===== src/rtl/cmd_pkg.sv =====
// Shared definitions for the command decoder: entry layout, kind and register
// codes, and the small helpers used to classify controller write enables.
package cmd_pkg;

  localparam int ENTRY_W = 6;

  localparam logic KIND_WRITE = 1'b0;
  localparam logic KIND_STORE = 1'b1;

  localparam logic [2:0] REG_A = 3'd0;
  localparam logic [2:0] REG_B = 3'd1;
  localparam logic [2:0] REG_C = 3'd2;
  localparam logic [2:0] REG_D = 3'd3;
  localparam logic [2:0] REG_E = 3'd4;
  localparam logic [2:0] REG_F = 3'd5;
  localparam logic [2:0] REG_G = 3'd6;
  localparam logic [2:0] REG_H = 3'd7;

  typedef enum logic [1:0] {
    CLS_IDLE,
    CLS_WRITE,
    CLS_STORE,
    CLS_ILLEGAL
  } cmd_class_e;

  typedef struct packed {
    logic       kind;
    logic [2:0] reg_idx;
    logic [1:0] sel;
  } cmd_entry_t;

  function automatic logic [3:0] we_popcount(input logic [7:0] we);
    logic [3:0] cnt;
    cnt = 4'd0;
    for (int i = 0; i < 8; i++) begin
      cnt = cnt + 4'(we[i]);
    end
    return cnt;
  endfunction

  // Only meaningful for one-hot input; anything else maps to REG_A.
  function automatic logic [2:0] we_index(input logic [7:0] we);
    logic [2:0] idx;
    case (we)
      8'h01:   idx = REG_A;
      8'h02:   idx = REG_B;
      8'h04:   idx = REG_C;
      8'h08:   idx = REG_D;
      8'h10:   idx = REG_E;
      8'h20:   idx = REG_F;
      8'h40:   idx = REG_G;
      8'h80:   idx = REG_H;
      default: idx = REG_A;
    endcase
    return idx;
  endfunction

endpackage


===== src/rtl/cmd_fifo.sv =====
// Small synchronous FIFO for decoded command entries. Pointers carry one extra
// wrap bit so full and empty are distinguishable without a separate counter.
module cmd_fifo #(
  parameter int DEPTH   = 4,
  parameter int ENTRY_W = 6
) (
  input  logic               clk,
  input  logic               rst_n,
  input  logic               push,
  input  logic [ENTRY_W-1:0] data_in,
  input  logic               pop,
  output logic [ENTRY_W-1:0] head,
  output logic               empty,
  output logic               full
);

  localparam int AW = (DEPTH > 1) ? $clog2(DEPTH) : 1;

  logic [ENTRY_W-1:0] mem [DEPTH];
  logic [AW:0]        wr_ptr;
  logic [AW:0]        rd_ptr;
  logic               pop_en;
  logic               push_en;

  assign empty = (wr_ptr == rd_ptr);
  assign full  = (wr_ptr[AW] != rd_ptr[AW]) && (wr_ptr[AW-1:0] == rd_ptr[AW-1:0]);

  // A push into a full FIFO only lands if the head leaves on the same edge.
  assign pop_en  = pop && !empty;
  assign push_en = push && (!full || pop_en);

  always_ff @(posedge clk or negedge rst_n) begin
    if (!rst_n) begin
      wr_ptr <= '0;
      rd_ptr <= '0;
    end else begin
      if (push_en) wr_ptr <= wr_ptr + (AW+1)'(1);
      if (pop_en)  rd_ptr <= rd_ptr + (AW+1)'(1);
    end
  end

  always_ff @(posedge clk) begin
    if (push_en) mem[wr_ptr[AW-1:0]] <= data_in;
  end

  assign head = mem[rd_ptr[AW-1:0]];

endmodule


===== src/rtl/cmd_decoder.sv =====
// Decodes the sequencing controller's command strobes into WRITE/STORE records,
// flags protocol violations and queues legal commands for a downstream consumer.
module cmd_decoder
  import cmd_pkg::*;
#(
  parameter int DEPTH = 4,
  parameter int CNT_W = 8
) (
  input  logic             Clk,
  input  logic             Rst_n,
  input  logic             data_we,
  input  logic [7:0]       we,
  input  logic [1:0]       jklm_select,
  input  logic             err_clr,
  output logic             out_valid,
  input  logic             out_ready,
  output logic             out_kind,
  output logic [2:0]       out_reg,
  output logic [1:0]       out_sel,
  output logic [CNT_W-1:0] cmd_count,
  output logic [CNT_W-1:0] err_count,
  output logic             err_multi_we,
  output logic             err_store_we,
  output logic             overflow
);

  function automatic logic [CNT_W-1:0] sat_inc(input logic [CNT_W-1:0] v);
    return (&v) ? v : v + CNT_W'(1);
  endfunction

  cmd_class_e cls_p0;
  cmd_entry_t entry_p0;
  logic [3:0] we_cnt_p0;
  logic       multi_p0;
  logic       store_we_p0;
  logic       legal_p0;
  logic       illegal_p0;
  logic       ovf_p0;

  cmd_entry_t head;
  logic       fifo_empty;
  logic       fifo_full;
  logic       pop;

  always_comb begin
    cls_p0      = CLS_ILLEGAL;
    entry_p0    = '0;
    we_cnt_p0   = we_popcount(we);
    multi_p0    = (we_cnt_p0 > 4'd1);
    store_we_p0 = data_we && (we != 8'h00);
    if (!data_we && (we == 8'h00)) begin
      cls_p0 = CLS_IDLE;
    end else if (!data_we && (we_cnt_p0 == 4'd1)) begin
      cls_p0           = CLS_WRITE;
      entry_p0.kind    = KIND_WRITE;
      entry_p0.reg_idx = we_index(we);
    end else if (data_we && (we == 8'h00)) begin
      cls_p0           = CLS_STORE;
      entry_p0.kind    = KIND_STORE;
      entry_p0.reg_idx = REG_A;
      entry_p0.sel     = jklm_select;
    end
  end

  assign legal_p0   = (cls_p0 == CLS_WRITE) || (cls_p0 == CLS_STORE);
  assign illegal_p0 = (cls_p0 == CLS_ILLEGAL);
  assign pop        = out_valid && out_ready;
  assign ovf_p0     = legal_p0 && fifo_full && !pop;

  // ---- stage boundary: decoded sample enters the queue ----
  cmd_fifo #(
    .DEPTH   (DEPTH),
    .ENTRY_W (ENTRY_W)
  ) u_fifo (
    .clk     (Clk),
    .rst_n   (Rst_n),
    .push    (legal_p0),
    .data_in (entry_p0),
    .pop     (pop),
    .head    (head),
    .empty   (fifo_empty),
    .full    (fifo_full)
  );

  assign out_valid = !fifo_empty;
  assign out_kind  = head.kind & out_valid;
  assign out_reg   = head.reg_idx & {3{out_valid}};
  assign out_sel   = head.sel & {2{out_valid}};

  // Counters and sticky flags share the decode edge; a fresh error beats err_clr.
  always_ff @(posedge Clk or negedge Rst_n) begin
    if (!Rst_n) begin
      cmd_count    <= '0;
      err_count    <= '0;
      err_multi_we <= 1'b0;
      err_store_we <= 1'b0;
      overflow     <= 1'b0;
    end else begin
      if (legal_p0) cmd_count <= sat_inc(cmd_count);

      if (illegal_p0)   err_count <= err_clr ? CNT_W'(1) : sat_inc(err_count);
      else if (err_clr) err_count <= '0;

      err_multi_we <= (err_multi_we && !err_clr) || (illegal_p0 && multi_p0);
      err_store_we <= (err_store_we && !err_clr) || (illegal_p0 && store_we_p0);
      overflow     <= (overflow && !err_clr) || ovf_p0;
    end
  end

endmodule

===== config.mk =====
export PLATFORM = sky130hd
export DESIGN_NAME = cmd_decoder
export DESIGN_NICKNAME = d
export VERILOG_FILES = /design/src/rtl/cmd_pkg.sv /design/src/rtl/cmd_fifo.sv /design/src/rtl/cmd_decoder.sv
export SDC_FILE = /design/constraint.sdc
export NUM_CORES = 1
export LEC_CHECK = 0
export ABC_CLOCK_PERIOD_IN_PS = 5650
export CORE_MARGIN = 10
export CORE_UTILIZATION = 35
export CTS_BUF_LIST = sky130_fd_sc_hd__clkbuf_8 sky130_fd_sc_hd__clkbuf_16
export DETAILED_ROUTE_END_ITERATION = 7
export GPL_ROUTABILITY_DRIVEN = 1
export PLACE_DENSITY = 0.55
export SLEW_MARGIN = 20
export SYNTH_ARGS = -nofsm -noshare
export SYNTH_HDL_FRONTEND = slang
export SYNTH_SLANG_ARGS = --single-unit

===== constraint.sdc =====
create_clock -name Clk -period 5.65 [get_ports Clk]
set_input_delay 1.13 -clock Clk [delete_from_list [all_inputs] [get_ports Clk]]
set_output_delay 1.13 -clock Clk [all_outputs]
set_load 0.01 [all_outputs]

==> flow_results.org <==
** Worst hold path
- Hold_sp :: err_multi_we$_DFF_PN0_
- The worst hold path belongs to the class reg2reg.
- Hold Path Cell Cnt :: 1
- The path with the worst hold slack has its endpoint at err_multi_we$_DFF_PN0_.

** Global route
- Antenna violations before repair :: 0
- The number of global-route vias before repair was 1870.
- Largest net degree at the start of global routing :: 26
- GRT Residual Overflow :: 0
- Wire length of the first global-routing pass :: 9540 um
- Across every metal layer, demand over resource in global routing totals 10.1%.

** Worst setup path
- Counting stages on the worst path, the most repeated cell is sky130_fd_sc_hd__fa_1.
- Worst path top cell family by delay :: adder cells
- Counting both buffers and inverters, the worst setup path holds a total of 3.
- Flop2flop setup slack :: 3610 ps
- Required time of the critical path :: 5630 ps
- Worst R2R Path Depth :: 4
- Beginning of the worst register-to-register path :: u_fifo.rd_ptr[0]$_DFFE_PN0P_
- The endpoint identified for the worst register-to-register timing path is u_fifo.mem[0][3]$_DFFE_PP_.
- Crit path cell chain :: clkdlybuf4s50_1, fa_1, inv_1, fa_1, fa_1, inv_1, ha_1, fa_1, nor4b_2, a22oi_4, a211oi_4, and2_1
- Element type at the critical path start :: input pin
- Data arrives at the worst endpoint at 5240 ps.
- Type of element capturing the critical path :: register
- On the worst path, the slowest cell contributes a delay of 540 ps.
- Worst Path Class, Setup :: in2reg
- Cell type of the slowest stage on the worst timing path :: sky130_fd_sc_hd__fa_1
- Largest fanout of any net on the critical path :: 7

** CTS
- The clock passes through at most 2 buffers.
- In this run the number of H-tree levels came out at 2.
- Clk slew on worst S/H paths :: 90 ps
- Clk_lat worst skew :: 300 ps
- CTS Hold Buffers Added :: 0
- CTS placed an instance of sky130_fd_sc_hd__clkbuf_8 at the clock tree root.
- Postcts setup bufs :: 0
- Clock tree sinks :: 49
- CTS tree :: built
- In this run, CTS created clock tree buffers numbering 5.
- # resized after CTS :: 0

** Synthesis
- Avg Cell Area, Syn :: 12.3 um2
- Post-synth top cells :: sky130_fd_sc_hd__dfrtp_1, sky130_fd_sc_hd__edfxtp_1, sky130_fd_sc_hd__inv_1
- Async S/R FF share, synth :: 51.0%
- The synthesized design contains 49 register bits.
- The number of nets handed over by synthesis was 252.
- Area share of the largest cell type after synthesis :: 26.4%
- In this run, synthesis inferred 24 flip-flops with an integrated enable.
- The share of the Yosys chip area taken by registers is 49.4%.
- The synthesized netlist contains 49 unique library cells.
- Synth Cell Area :: 2730 um2
- Yosys synthesis warning count :: 0
- In the synthesized netlist the dominant register cell turns out to be sky130_fd_sc_hd__dfrtp_1.
- Cell taking the most area after synthesis :: sky130_fd_sc_hd__edfxtp_1
- The most common cell in the synthesized netlist is sky130_fd_sc_hd__dfrtp_1.
- Gate Count Post-Synth :: 221
- By area the synthesized netlist is led by sky130_fd_sc_hd__edfxtp_1, sky130_fd_sc_hd__dfrtp_1, sky130_fd_sc_hd__ha_1.

** STA
- Setup repair after global routing left no endpoint under its margin.
- Slack of the critical path :: 389 ps
- Fmax :: 190 MHz
- At the pin with the least slew margin, the transition time is 596 ps.
- Final hold analysis gives a worst-case slack of 503 ps.
- Setup violations remaining at the end of the flow were counted as 0.
- The final count of hold timing violations was 0.
- The routed design could run at a clock period as short as 5260 ps.
- Clock skew on the completed layout was measured at 8.37 ps.
- In this run the tightest slew margin relative to its limit is 59.9%.
- Final-report max-slew violation count :: 0
- Period utilisation layout :: 93.1%
- Sum Neg Setup Slack :: 0 ps

** Placement
- Buffers placed on the I/O ports in this run total 40.
- Number of instances in the placed design :: 362
- Once detailed placement completed, the half-perimeter wirelength came to 4340 um.
- The congestion estimate from routability-driven global placement came to 0.750.
- Timing analysis after detailed placement gives a worst setup slack of 0.417 ps.

** Die
- The die is 108 um wide.
- Die boundary height :: 108 um
- Top-level port count :: 41
- Core footprint :: 7650 um2
- The floorplan step defined a die boundary enclosing 11700 um2.
- The initialized floorplan defines 32 standard-cell rows.
- Initial Util :: 35.7%

** Route
- Detailed router's first-iteration violation count :: 68
- After detailed routing, the number of remaining DRC violations is 0.
- For this block, the routed nets add up to 5670 um of wire.
- Number of vias in the routed layout :: 1840
- Per-cell via count in the routed design :: 4.97
- Remaining antenna violation count :: 0
- In the final routed layout, each cell accounts on average for 15.3 um.
- Detailed-routing iteration count for the pre-antenna-repair pass :: 4

** Power and ir drop
- In this run the static leakage power is 1.32 nW.
- Max rail drop VDD :: 0.000129 V
- For this design the ratio of total power to cell area is 353 nW/um2.

** Layout
- Non-filler cells, final :: 370
- Area Overhead vs Synth :: 23.2%
- Antenna cell count :: 0
- Cells with a size suffix above 1 make up 13.1% of the layout.
- For this run, the post-layout net count is 298.

** Outcome
- The flow ran to the end, and the final reports show no timing, DRC or antenna violations.

** Flow run
- Across the run, the number of max-cap violations was 0.
sequential cells by signal, indices dropped and copies added (netlist names):
name,cells
err_multi_we,1
cmd_count,8
err_store_we,1
overflow,1
err_count,8
u_fifo.wr_ptr,3
u_fifo.rd_ptr,3
u_fifo.mem,24
where the power goes:
group	total, mW	switching, mW	internal [mW]
clock	0.203	0.117	0.0857
sequential	0.506	0.0788	0.427
combinational	0.478	0.209	0.269
total	1.19	0.405	0.782
kinds of logic after synthesis:
kind of cell / after synthesis / synth area share (%)
mux: 13 / 8.21
xor+xnor: 15 / 5.09
fa+ha+maj: 16 / 8.44
compound gates: 28 / 8.44
flops: 49 / 49.4
buf+inv: 22 / 3.21
simple gates: 78 / 17.2
per-stage QoR:
step | power [mW] | cell area [um2] | utilization, %
2_1_floorplan | 0.806 | 2730 | -
3_3_place_gp | 0.999 | 3270 | 42.8
3_5_place_dp | 1.00 | 3270 | 42.8
4_1_cts | 1.21 | 3360 | 43.9
5_1_grt | 1.28 | 3360 | 43.9
6_report | 1.19 | 3360 | 43.9
cell usage in the layout, fill, tap and decap left out, drive strengths merged, types with 2 or more instances in the layout:
master / n
clkdlybuf4s50: 40
dfrtp: 25
edfxtp: 24
inv: 15
nor2: 13
nand2: 12
ha: 12
nand3: 12
and2: 11
a21oi: 8
xnor2: 8
buf: 7
xor2: 7
nor4: 7
o21ai: 6
mux4: 6
clkbuf: 5
mux2: 5
fa: 4
nor3: 3
and3: 3
nand4: 3
a211oi: 3
and4b: 2
nand2b: 2
nor3b: 2
or3: 2
o31ai: 2
or4: 2
clkinvlp: 2
a22o: 2
or2: 2
mux2i: 2
per-layer routing:
metal  global-route usage (%)  up-vias  share of wire, %
met3                     3.09        2               5.6
met2                     15.8       40                46
li1                         -      899                 -
met4                     2.54        0              0.51
met1                     13.2      899                48
met5                        0        -                 0
area by class of cell:
cell class / count / area [um2]
flip-flops and latches: 49 / 1350
clock buffers: 5 / 68.8
well taps: 102 / 128
multi-input cells: 150 / 1290
inverters: 14 / 52.6
clock inverters: 3 / 18.8
fillers: 707 / 4290
repair buffers: 47 / 453
worst register-to-register path, stage by stage (launching register included):
cell	delay [ps]
sky130_fd_sc_hd__dfrtp_1	560
sky130_fd_sc_hd__xor2_1	240
sky130_fd_sc_hd__nor4_1	530
sky130_fd_sc_hd__a211oi_4	130
sky130_fd_sc_hd__and2_1	300
worst max path at each step:
stage | startpoint | endpoint | slack (ps) | depth (start not counted)
2_1_floorplan | we[0] | u_fifo.mem[0][0]$_DFFE_PP_ | 830 | 11
3_3_place_gp | we[0] | u_fifo.mem[0][3]$_DFFE_PP_ | 180 | 12
3_5_place_dp | we[0] | u_fifo.mem[0][3]$_DFFE_PP_ | 0.4 | 12
4_1_cts | we[0] | u_fifo.mem[0][2]$_DFFE_PP_ | 340 | 12
5_1_grt | we[1] | u_fifo.mem[0][2]$_DFFE_PP_ | 220 | 12
6_report | we[0] | u_fifo.mem[0][3]$_DFFE_PP_ | 390 | 12
No activity file was read; power rests on OpenSTA's default activity.
